$ cat src/rtl/fetch_pkg.sv
// Shared constants and types for the Beta instruction-fetch stage.
// Defines the next-PC source encoding, the handler vectors and the fetch queue entry type.
package fetch_pkg;

   typedef enum logic [2:0] {
      PC_SRC_INC   = 3'd0,
      PC_SRC_BR    = 3'd1,
      PC_SRC_JMP   = 3'd2,
      PC_SRC_ILLOP = 3'd3,
      PC_SRC_XADR  = 3'd4
   } pc_src_e;

   localparam logic [31:0] RESET_VEC = 32'h8000_0000;
   localparam logic [31:0] ILLOP_VEC = 32'h8000_0004;
   localparam logic [31:0] XADR_VEC  = 32'h8000_0008;

   // ADD(R31, R31, R31)
   localparam logic [31:0] INST_NOP  = 32'h83FF_F800;

   localparam int unsigned CNT_W = 3;
   localparam logic [CNT_W-1:0] CNT_MAX = '1;

   typedef struct packed {
      logic [31:0] pc4;
      logic [31:0] instr;
   } q_entry_t;

   // Supervisor bit (PC[31]) may be kept or dropped by a redirect, never gained except via a vector.
   function automatic logic [31:0] redirect_target(
      input pc_src_e     sel,
      input logic [31:0] cur_pc,
      input logic [31:0] br_addr,
      input logic [31:0] j_addr
   );
      logic [31:0] target;
      target = XADR_VEC;
      case (sel)
         PC_SRC_BR:    target = {cur_pc[31], br_addr[30:2], 2'b00};
         PC_SRC_JMP:   target = {cur_pc[31] & j_addr[31], j_addr[30:2], 2'b00};
         PC_SRC_ILLOP: target = ILLOP_VEC;
         PC_SRC_XADR:  target = XADR_VEC;
         default:      target = XADR_VEC;
      endcase
      return target;
   endfunction

endpackage

$ cat src/rtl/fetch_queue.sv
// Two-entry synchronous FIFO holding fetched {pc+4, instruction} pairs.
// Flush has priority over push and pop; callers never push when full or pop when empty.
module fetch_queue
   import fetch_pkg::*;
(
   input  logic       clk,
   input  logic       rst_n,
   input  logic       flush,
   input  logic       push,
   input  logic       pop,
   input  q_entry_t   push_data,
   output logic [1:0] count,
   output q_entry_t   head
);

   q_entry_t   mem_q [2];
   q_entry_t   mem_d [2];
   logic       rd_ptr_q, rd_ptr_d;
   logic       wr_ptr_q, wr_ptr_d;
   logic [1:0] count_q, count_d;

   always_comb begin
      mem_d    = mem_q;
      rd_ptr_d = rd_ptr_q;
      wr_ptr_d = wr_ptr_q;
      count_d  = count_q;
      if (flush) begin
         rd_ptr_d = 1'b0;
         wr_ptr_d = 1'b0;
         count_d  = 2'd0;
      end else begin
         if (push) begin
            mem_d[wr_ptr_q] = push_data;
            wr_ptr_d        = ~wr_ptr_q;
         end
         if (pop) begin
            rd_ptr_d = ~rd_ptr_q;
         end
         count_d = count_q + {1'b0, push} - {1'b0, pop};
      end
   end

   always_ff @(posedge clk or negedge rst_n) begin
      if (!rst_n) begin
         for (int i = 0; i < 2; i++) begin
            mem_q[i] <= '0;
         end
         rd_ptr_q <= 1'b0;
         wr_ptr_q <= 1'b0;
         count_q  <= 2'd0;
      end else begin
         mem_q    <= mem_d;
         rd_ptr_q <= rd_ptr_d;
         wr_ptr_q <= wr_ptr_d;
         count_q  <= count_d;
      end
   end

   assign count = count_q;
   assign head  = mem_q[rd_ptr_q];

endmodule

$ cat src/rtl/fetch.sv
// Beta instruction-fetch stage: owns the fetch PC, issues in-order memory requests,
// buffers responses in a 2-entry queue and drops responses made stale by a redirect.
module fetch
   import fetch_pkg::*;
(
   input  logic        clk,
   input  logic        rst_n,
   input  logic [2:0]  pc_sel,
   input  logic [31:0] br_addr,
   input  logic [31:0] j_addr,
   input  logic        stall,
   output logic        imem_req_valid,
   input  logic        imem_req_ready,
   output logic [31:0] imem_addr,
   input  logic        imem_rsp_valid,
   input  logic [31:0] imem_rsp_data,
   output logic [31:0] ir,
   output logic [31:0] pc,
   output logic        ir_valid
);

   logic [31:0]      fetch_pc_q, fetch_pc_d;
   logic [31:0]      rsp_pc_q, rsp_pc_d;
   logic [31:0]      pc_out_q, pc_out_d;
   logic [CNT_W-1:0] in_flight_q, in_flight_d;
   logic [CNT_W-1:0] drop_cnt_q, drop_cnt_d;

   pc_src_e     sel;
   logic        redirect;
   logic [31:0] target;
   logic [1:0]  q_count;
   q_entry_t    q_head;
   q_entry_t    q_push_data;
   logic        q_empty;
   logic        q_push;
   logic        q_pop;
   logic        req_fire;
   logic        rsp_keep;
   logic [3:0]  credit_use;

   assign sel      = pc_src_e'(pc_sel);
   assign redirect = (sel != PC_SRC_INC);
   assign target   = redirect_target(sel, fetch_pc_q, br_addr, j_addr);
   assign q_empty  = (q_count == 2'd0);
   assign q_pop    = ~stall & ~q_empty & ~redirect;

   // Credit counts live responses plus queued entries; a head popped this cycle
   // frees its slot, which keeps zero-wait memory streaming at one per cycle.
   assign credit_use = {1'b0, in_flight_q - drop_cnt_q} + {2'b00, q_count} - {3'b000, q_pop};
   assign imem_req_valid = rst_n & ~redirect & (credit_use < 4'd2) & (in_flight_q != CNT_MAX);
   assign imem_addr      = fetch_pc_q;
   assign req_fire       = imem_req_valid & imem_req_ready;

   assign rsp_keep    = imem_rsp_valid & ~redirect & (drop_cnt_q == '0);
   assign q_push      = rsp_keep;
   assign q_push_data = '{pc4: rsp_pc_q + 32'd4, instr: imem_rsp_data};

   fetch_queue u_queue (
      .clk       (clk),
      .rst_n     (rst_n),
      .flush     (redirect),
      .push      (q_push),
      .pop       (q_pop),
      .push_data (q_push_data),
      .count     (q_count),
      .head      (q_head)
   );

   // rsp_pc tracks the address of the next kept response: requests since the
   // last redirect are contiguous, so it simply restarts at the target.
   always_comb begin
      fetch_pc_d  = fetch_pc_q;
      rsp_pc_d    = rsp_pc_q;
      in_flight_d = in_flight_q + {{(CNT_W-1){1'b0}}, req_fire}
                                - {{(CNT_W-1){1'b0}}, imem_rsp_valid};
      drop_cnt_d  = drop_cnt_q;

      if (redirect) begin
         fetch_pc_d = target;
         rsp_pc_d   = target;
         drop_cnt_d = in_flight_d;
      end else begin
         if (req_fire) begin
            fetch_pc_d = fetch_pc_q + 32'd4;
         end
         if (rsp_keep) begin
            rsp_pc_d = rsp_pc_q + 32'd4;
         end
         if (imem_rsp_valid && (drop_cnt_q != '0)) begin
            drop_cnt_d = drop_cnt_q - 1'b1;
         end
      end
   end

   always_comb begin
      ir_valid = ~redirect & ~q_empty;
      ir       = INST_NOP;
      pc       = pc_out_q;
      if (ir_valid) begin
         ir = q_head.instr;
         pc = q_head.pc4;
      end
      pc_out_d = pc;
   end

   always_ff @(posedge clk or negedge rst_n) begin
      if (!rst_n) begin
         fetch_pc_q  <= RESET_VEC;
         rsp_pc_q    <= RESET_VEC;
         pc_out_q    <= '0;
         in_flight_q <= '0;
         drop_cnt_q  <= '0;
      end else begin
         fetch_pc_q  <= fetch_pc_d;
         rsp_pc_q    <= rsp_pc_d;
         pc_out_q    <= pc_out_d;
         in_flight_q <= in_flight_d;
         drop_cnt_q  <= drop_cnt_d;
      end
   end

   a_rsp_needs_request: assert property (
      @(posedge clk) disable iff (!rst_n) imem_rsp_valid |-> (in_flight_q != '0)
   );

endmodule

$ cat config.mk
export PLATFORM = sky130hd
export DESIGN_NAME = fetch
export DESIGN_NICKNAME = d
export VERILOG_FILES = /design/src/rtl/fetch_pkg.sv /design/src/rtl/fetch_queue.sv /design/src/rtl/fetch.sv
export SDC_FILE = /design/constraint.sdc
export NUM_CORES = 1
export LEC_CHECK = 0
export ABC_AREA = 0
export BUFFER_PORTS_ARGS = -buffer_cell sky130_fd_sc_hd__buf_2
export CORE_MARGIN = 5
export CORE_UTILIZATION = 40
export DETAILED_ROUTE_END_ITERATION = 8
export PLACE_DENSITY = 0.61
export SKIP_LAST_GASP = 1
export SYNTH_ARGS = -nofsm -noshare
export SYNTH_HDL_FRONTEND = slang
export SYNTH_SLANG_ARGS = --single-unit
$ cat constraint.sdc
create_clock -name clk -period 11.4 [get_ports clk]
set_input_delay 2.28 -clock clk [delete_from_list [all_inputs] [get_ports clk]]
set_output_delay 2.28 -clock clk [all_outputs]
set_load 0.02 [all_outputs]
==> qor.csv, run 1 <==
metric;value;unit
run_status;complete, no violations;
drive_gt1_share;25.3;%
crit_path_max_incr_delay;490;ps
crit_arrival;5070;ps
core;28500;µm²
synth_fa_ha_area_share;1.83;%
skew;11.3;ps
cp_num_buf_inv;4;
dr_wl_met2;13.1;mm
layout_common_cells;dfrtp_1, buf_2, nand2_1;
synth-simple-area-share;14.2;%
final_antenna_net_count;0;
synth-seq-area-share;49.2;%
clockBufferDepth;3;
drt-total-wl;29.8;mm
grt_usage;17.9;%
fillers;2755;
numClockSinks;226;
post-dp-hpwl;20.2;mm
critPathMostFrequentCell;buf_2;
criticalPathCategory;input port to output pin;
die_h;180;µm
pre_cts_ws;4030;ps
num_vias;9179;
drv_cap;0;
met3_length;1.80;mm
grt_pass1_vias;8902;
setup_slack;4050;ps
crit_path_cell_trace;buf_2 > nor3_2 > buf_4 > o21ai_4 > nor2_1 > ha_1 > or2_2 > fa_1 > nand2_1 > nor4_1 > o21ai_0 > inv_1 > buf_2;
post-cts-setup-buffers;0;
rsz0062_at_grt;false;
required;9120;ps
dr.pass1.iters;5;
synth.distinct_cells;61;
synth_xor_area_share;3.01;%
tightest_slew;1050;ps
yosys_most_used_dff;dfrtp_1;
finalMaxSlewViolations;0;
via_per_inst;5.34;
synth.area.mux_share;11.9;%
cp-start-kind;input port;
synth_area;11500;µm²
maxSlewHeadroom;30.0;%
cp-end-kind;output pin;
pin_count;202;
top_layer;met4;
peakVddDrop;117;µV
hp-class;register to register;
grt-ovfl-total;0;
finalNetCount;1435;
antenna_cells;0;
cts.htree.levels;1;
synth_compound_area_share;15.7;%
wirelength_met1;14.5;mm
ys_ff_latch;226;
power_density;168;nW/µm²
min_period_over_period;64.5;%
syn_inst;1160;
drc_errors;0;
antenna_found_initial;0;
tns;0;ps
port_buffers;194;
wl_per_cell;17.3;µm
start_util;40.3;%
cts_tree;built;
drtIter0Drc;605;
clk_latency;530;ps
min_period;7350;ps
final_common_cell;dfrtp_1;
dieWidth;180;µm
async_flop_share;100;%
leakage;0.00619;µW
fmax;136;MHz
cts_resized;0;
synth_edf_count;0;
critPathTopFamily;simple AND/OR/NAND/NOR gates;
critPathSlowestCell;fa_1;
cts_made_buffers;26;
grt_pass1_wl;48.3;mm
routabilityCongestion;0.816;
rows;62;
clk_pin_slew;60;ps
grt_max_degree;106;
hold_viol;0;
crit_fanout;28;
cts_hold_buffers;0;
area_growth;18.9;%
yosys_warnings;0;
cts-root-buf;clkbuf_16;
dieArea;32300;µm²
setup_viol_count_final;0;
synth_top_family_by_area;compound AO/OA/AOI/OAI gates;
syn_area_per_cell;9.92;µm²
flip-flops by register name, indices dropped and copies added (netlist names):
register and cells:
drop_cnt_q 3, u_queue.rd_ptr_q 1, in_flight_q 3, rsp_pc_q 30, u_queue.wr_ptr_q 1, imem_addr 30, u_queue.mem_q 124, pc_out_q 32
u_queue.count 2
kinds of logic (layout without fill, tap and decap cells):
kind of cell,after synthesis,after routing
multiplexers,129,129
flip-flops,226,226
XOR/XNOR,38,38
adder cells (fa/ha/maj),15,15
buffers and inverters,123,296
AND/OR/NAND/NOR,343,343
AO/OA/AOI/OAI,285,285
other,1,2
metal layers:
layer / up-vias / GRT usage (%)
met3: 32 / 2.95
met4: 0 / 3.44
met2: 254 / 27.1
li1: 4452 / -
met5: - / 0
met1: 4441 / 27.3
per-stage QoR:
stage / util (%) / area [µm²] / power [µW] / hold slack (ps) / cells
2_1_floorplan: - / 11500 / 1320 / 450 / 1161
3_3_place_gp: 44.8 / 12800 / 1440 / 459 / 1672
4_1_cts: 47.9 / 13700 / 2320 / 483 / 1718
3_5_place_dp: 44.8 / 12800 / 1460 / 464 / 1672
6_report: 47.9 / 13700 / 2300 / 476 / 1718
5_1_grt: 47.9 / 13700 / 2430 / 500 / 1718
report_power, final:
part	internal, µW	switching, µW	total [µW]
registers	908	66.1	975
clock network	529	326	855
logic	213	254	467
worst reg2reg max path, stage by stage (launching register included):
cell and delay (ps):
dfrtp_1 400, inv_1 70, ha_1 130, inv_1 40
fa_1 470, inv_1 40, ha_1 310, fa_1 550
nand2_1 70, or4_4 530, a211oi_4 210, buf_4 310
inv_2 220, ha_1 320, inv_1 60, ha_1 130
inv_1 40, fa_1 380, xnor2_1 150, xnor2_1 150
nand2_1 70, o21ai_0 80
synthesized netlist by cell type, drive strengths merged, types with 26 or more instances:
| library cell | number | share of area [%] |
|---|---|---|
| o21ai | 95 | 4.1 |
| nor2 | 68 | 2.2 |
| xnor2 | 28 | 2.1 |
| nand2 | 126 | 4.1 |
| clkbuf | 64 | 2.1 |
| nor3 | 37 | 1.6 |
| mux2i | 63 | 5.5 |
| dfrtp | 224 | 49 |
| nand3 | 26 | 1.1 |
| inv | 43 | 1.4 |
| mux2 | 66 | 6.5 |
| a21oi | 74 | 3.2 |
path summary, 6_finish.rpt:
| check | startpoint | to | slack, ps | depth (start not counted) |
|---|---|---|---|---|
| max in group asynchronous | rst_n | u_queue.rd_ptr_q | 8160 | 2 |
| worst max-delay path | pc_sel[1] | imem_req_valid | 4050 | 13 |
| worst max register to register | in_flight_q[0] | drop_cnt_q[2] | 6560 | 21 |
| worst min register to register | u_queue.mem_q[37] | u_queue.mem_q[37] | 480 | 2 |
| worst min-delay path | u_queue.mem_q[37] | u_queue.mem_q[37] | 480 | 2 |
| min in group asynchronous | rst_n | u_queue.mem_q[1] | 1800 | 1 |
layout make-up:
class | count | area (µm²) | share of cell area [%]
flip-flops and latches | 226 | 5660 | 41.4
multi-input cells | 812 | 5410 | 39.5
repair buffers | 206 | 1070 | 7.83
clock buffers | 43 | 856 | 6.25
well taps | 384 | 480 | 3.51
inverters | 44 | 165 | 1.21
clock inverters | 3 | 40.0 | 0.293
Note: power is estimated with default switching activity, not from simulation.
==> run 2: changes to the inputs <==
--- a/config.mk
+++ b/config.mk
@@ -10,7 +10,7 @@
 export CORE_MARGIN = 5
 export CORE_UTILIZATION = 40
 export DETAILED_ROUTE_END_ITERATION = 8
-export PLACE_DENSITY = 0.61
+export PLACE_DENSITY = 0.64
 export SKIP_LAST_GASP = 1
 export SYNTH_ARGS = -nofsm -noshare
 export SYNTH_HDL_FRONTEND = slang
==> constraint.sdc (replaced) <==
create_clock -name clk -period 6 [get_ports clk]
set_input_delay 1.2 -clock clk [delete_from_list [all_inputs] [get_ports clk]]
set_output_delay 1.2 -clock clk [all_outputs]
set_load 0.02 [all_outputs]
==> run 2 against run 1 <==
Effect of this change: highest routed layer unchanged; wire length decreased by 1.3%; global-route usage decreased by 0.13 points; cell count decreased by 0.12%; register-to-register slack got worse by 5100 ps; setup slack got worse by 3000 ps; via count increased by 0.41%.
==> qor.csv, run 2 (same netlist as run 1, synthesis figures left out) <==
metric;value;unit
tns;0;ps
post-cts-setup-buffers;0;
clk_latency;520;ps
largestRegisters;u_queue.mem_q x124, pc_out_q x32;
grt_pass1_vias;9107;
met3_length;1.72;mm
die_h;180;µm
rows;62;
startpoint;pc_sel[1];
leakage;0.00617;µW
critPathSlowestCell;or4_4;
layout_common_cells;dfrtp_1, buf_2, nand2_1;
cts_made_buffers;26;
tightest_slew;1070;ps
finalMaxSlewViolations;0;
cp-start-kind;input port;
crit_path_cell_trace;buf_2 > nor3_4 > o21ai_4 > nor2_1 > ha_1 > or2_2 > fa_1 > nand2_1 > or4_4 > a211oi_4 > inv_2 > ha_1 > inv_1 > ha_1 > inv_1 > fa_1 > xnor2_1 > xnor2_1 > nand2_1 > o21ai_0;
min_period_over_period;82.5;%
hold_viol;0;
peakVddDrop;188;µV
core;28500;µm²
critPathMostFrequentCell;ha_1;
via_per_inst;5.37;
top_register;u_queue.mem_q;
drtIter0Drc;519;
final_common_cell;dfrtp_1;
final_antenna_net_count;0;
drc_errors;0;
power;4310;µW
clk_pin_slew;60;ps
start_util;40.3;%
dieArea;32300;µm²
drive_gt1_share;25.2;%
min_period;4950;ps
antenna_cells;0;
cts_resized;0;
hold_ws;475;ps
grt_usage;17.7;%
routabilityCongestion;0.835;
dieWidth;180;µm
r2r_start;in_flight_q[0];
hp-class;register to register;
fillers;2765;
setup_viol_count_final;0;
crit_fanout;17;
run_status;complete, no violations;
num_vias;9217;
holdCritStartpoint;pc_out_q[0];
cts_tree;built;
dr_wl_met2;12.9;mm
post-dp-hpwl;20.1;mm
wirelength_met1;14.3;mm
drt-total-wl;29.4;mm
grt-ovfl-total;0;
skew;17.6;ps
antenna_found_initial;0;
cts_hold_buffers;0;
dr.pass1.iters;5;
finalNetCount;1435;
criticalPathCategory;input port to register;
cts-root-buf;clkbuf_16;
cts.htree.levels;1;
crit_arrival;5320;ps
grt_pass1_wl;48.5;mm
fmax;202;MHz
drv_cap;0;
cp_num_buf_inv;4;
area_growth;18.7;%
wl_per_cell;17.1;µm
grt_max_degree;152;
top_layer;met4;
rsz0062_at_grt;false;
critPathTopFamily;adder cells;
port_buffers;194;
largest_reg_flops;124;
numClockSinks;226;
power_density;315;nW/µm²
pin_count;202;
cp-end-kind;register;
crit_path_max_incr_delay;530;ps
clockBufferDepth;3;
required;6370;ps
maxSlewHeadroom;29.0;%
[run 2: worst register-to-register path, stage by stage, from the launching register on]
cell	delay [ps]
dfrtp_1	390
inv_1	60
ha_1	130
inv_1	40
fa_1	480
inv_1	40
ha_1	300
fa_1	540
nand2_1	70
or4_4	530
a211oi_4	250
inv_2	180
ha_1	310
inv_1	50
ha_1	130
inv_1	40
fa_1	380
xnor2_1	150
xnor2_1	150
nand2_1	70
o21ai_0	80
[run 2: path summary, 6_finish.rpt]
| check | endpoint | slack, ps | cells past startpoint |
|---|---|---|---|
| worst max-delay path | drop_cnt_q[2] | 1050 | 20 |
| worst min-delay path | pc_out_q[0] | 480 | 1 |
| worst max register to register | drop_cnt_q[2] | 1490 | 20 |
| worst min register to register | pc_out_q[0] | 480 | 1 |
| max in group asynchronous | u_queue.rd_ptr_q | 4080 | 2 |
| min in group asynchronous | imem_addr[3] | 640 | 1 |
[run 2: per-stage QoR]
stage / utilization [%] / worst slack (ps) / instances / area (µm²)
after floorplan: - / 62.9 / 1161 / 11500
after global placement: 44.9 / 555 / 1672 / 12800
after detailed placement: 44.9 / 537 / 1672 / 12800
after CTS: 47.8 / 1070 / 1716 / 13700
after global routing: 47.8 / 731 / 1716 / 13700
final: 47.8 / 1050 / 1716 / 13700
[run 2: layout make-up]
class                   instances  area (µm²)  share of cell area, %
well taps                     384         480                   3.52
repair buffers                206        1080                   7.93
clock buffers                  35         746                   5.46
clock inverters                 9         104                  0.760
inverters                      44         165                   1.21
flip-flops and latches        226        5660                   41.4
multi-input cells             812        5420                   39.7
[run 2: power breakdown]
group / switching (µW) / internal (µW) / total (µW)
registers: 123 / 1730 / 1850
clock network: 620 / 951 / 1570
logic: 481 / 406 / 887
[run 2: per-layer routing]
layer  up-vias  global-route usage (%)
met4         0                    3.72
met2       257                    27.2
met1      4463                    26.2
li1       4460                       -
met3        37                    3.56
met5         -                       0
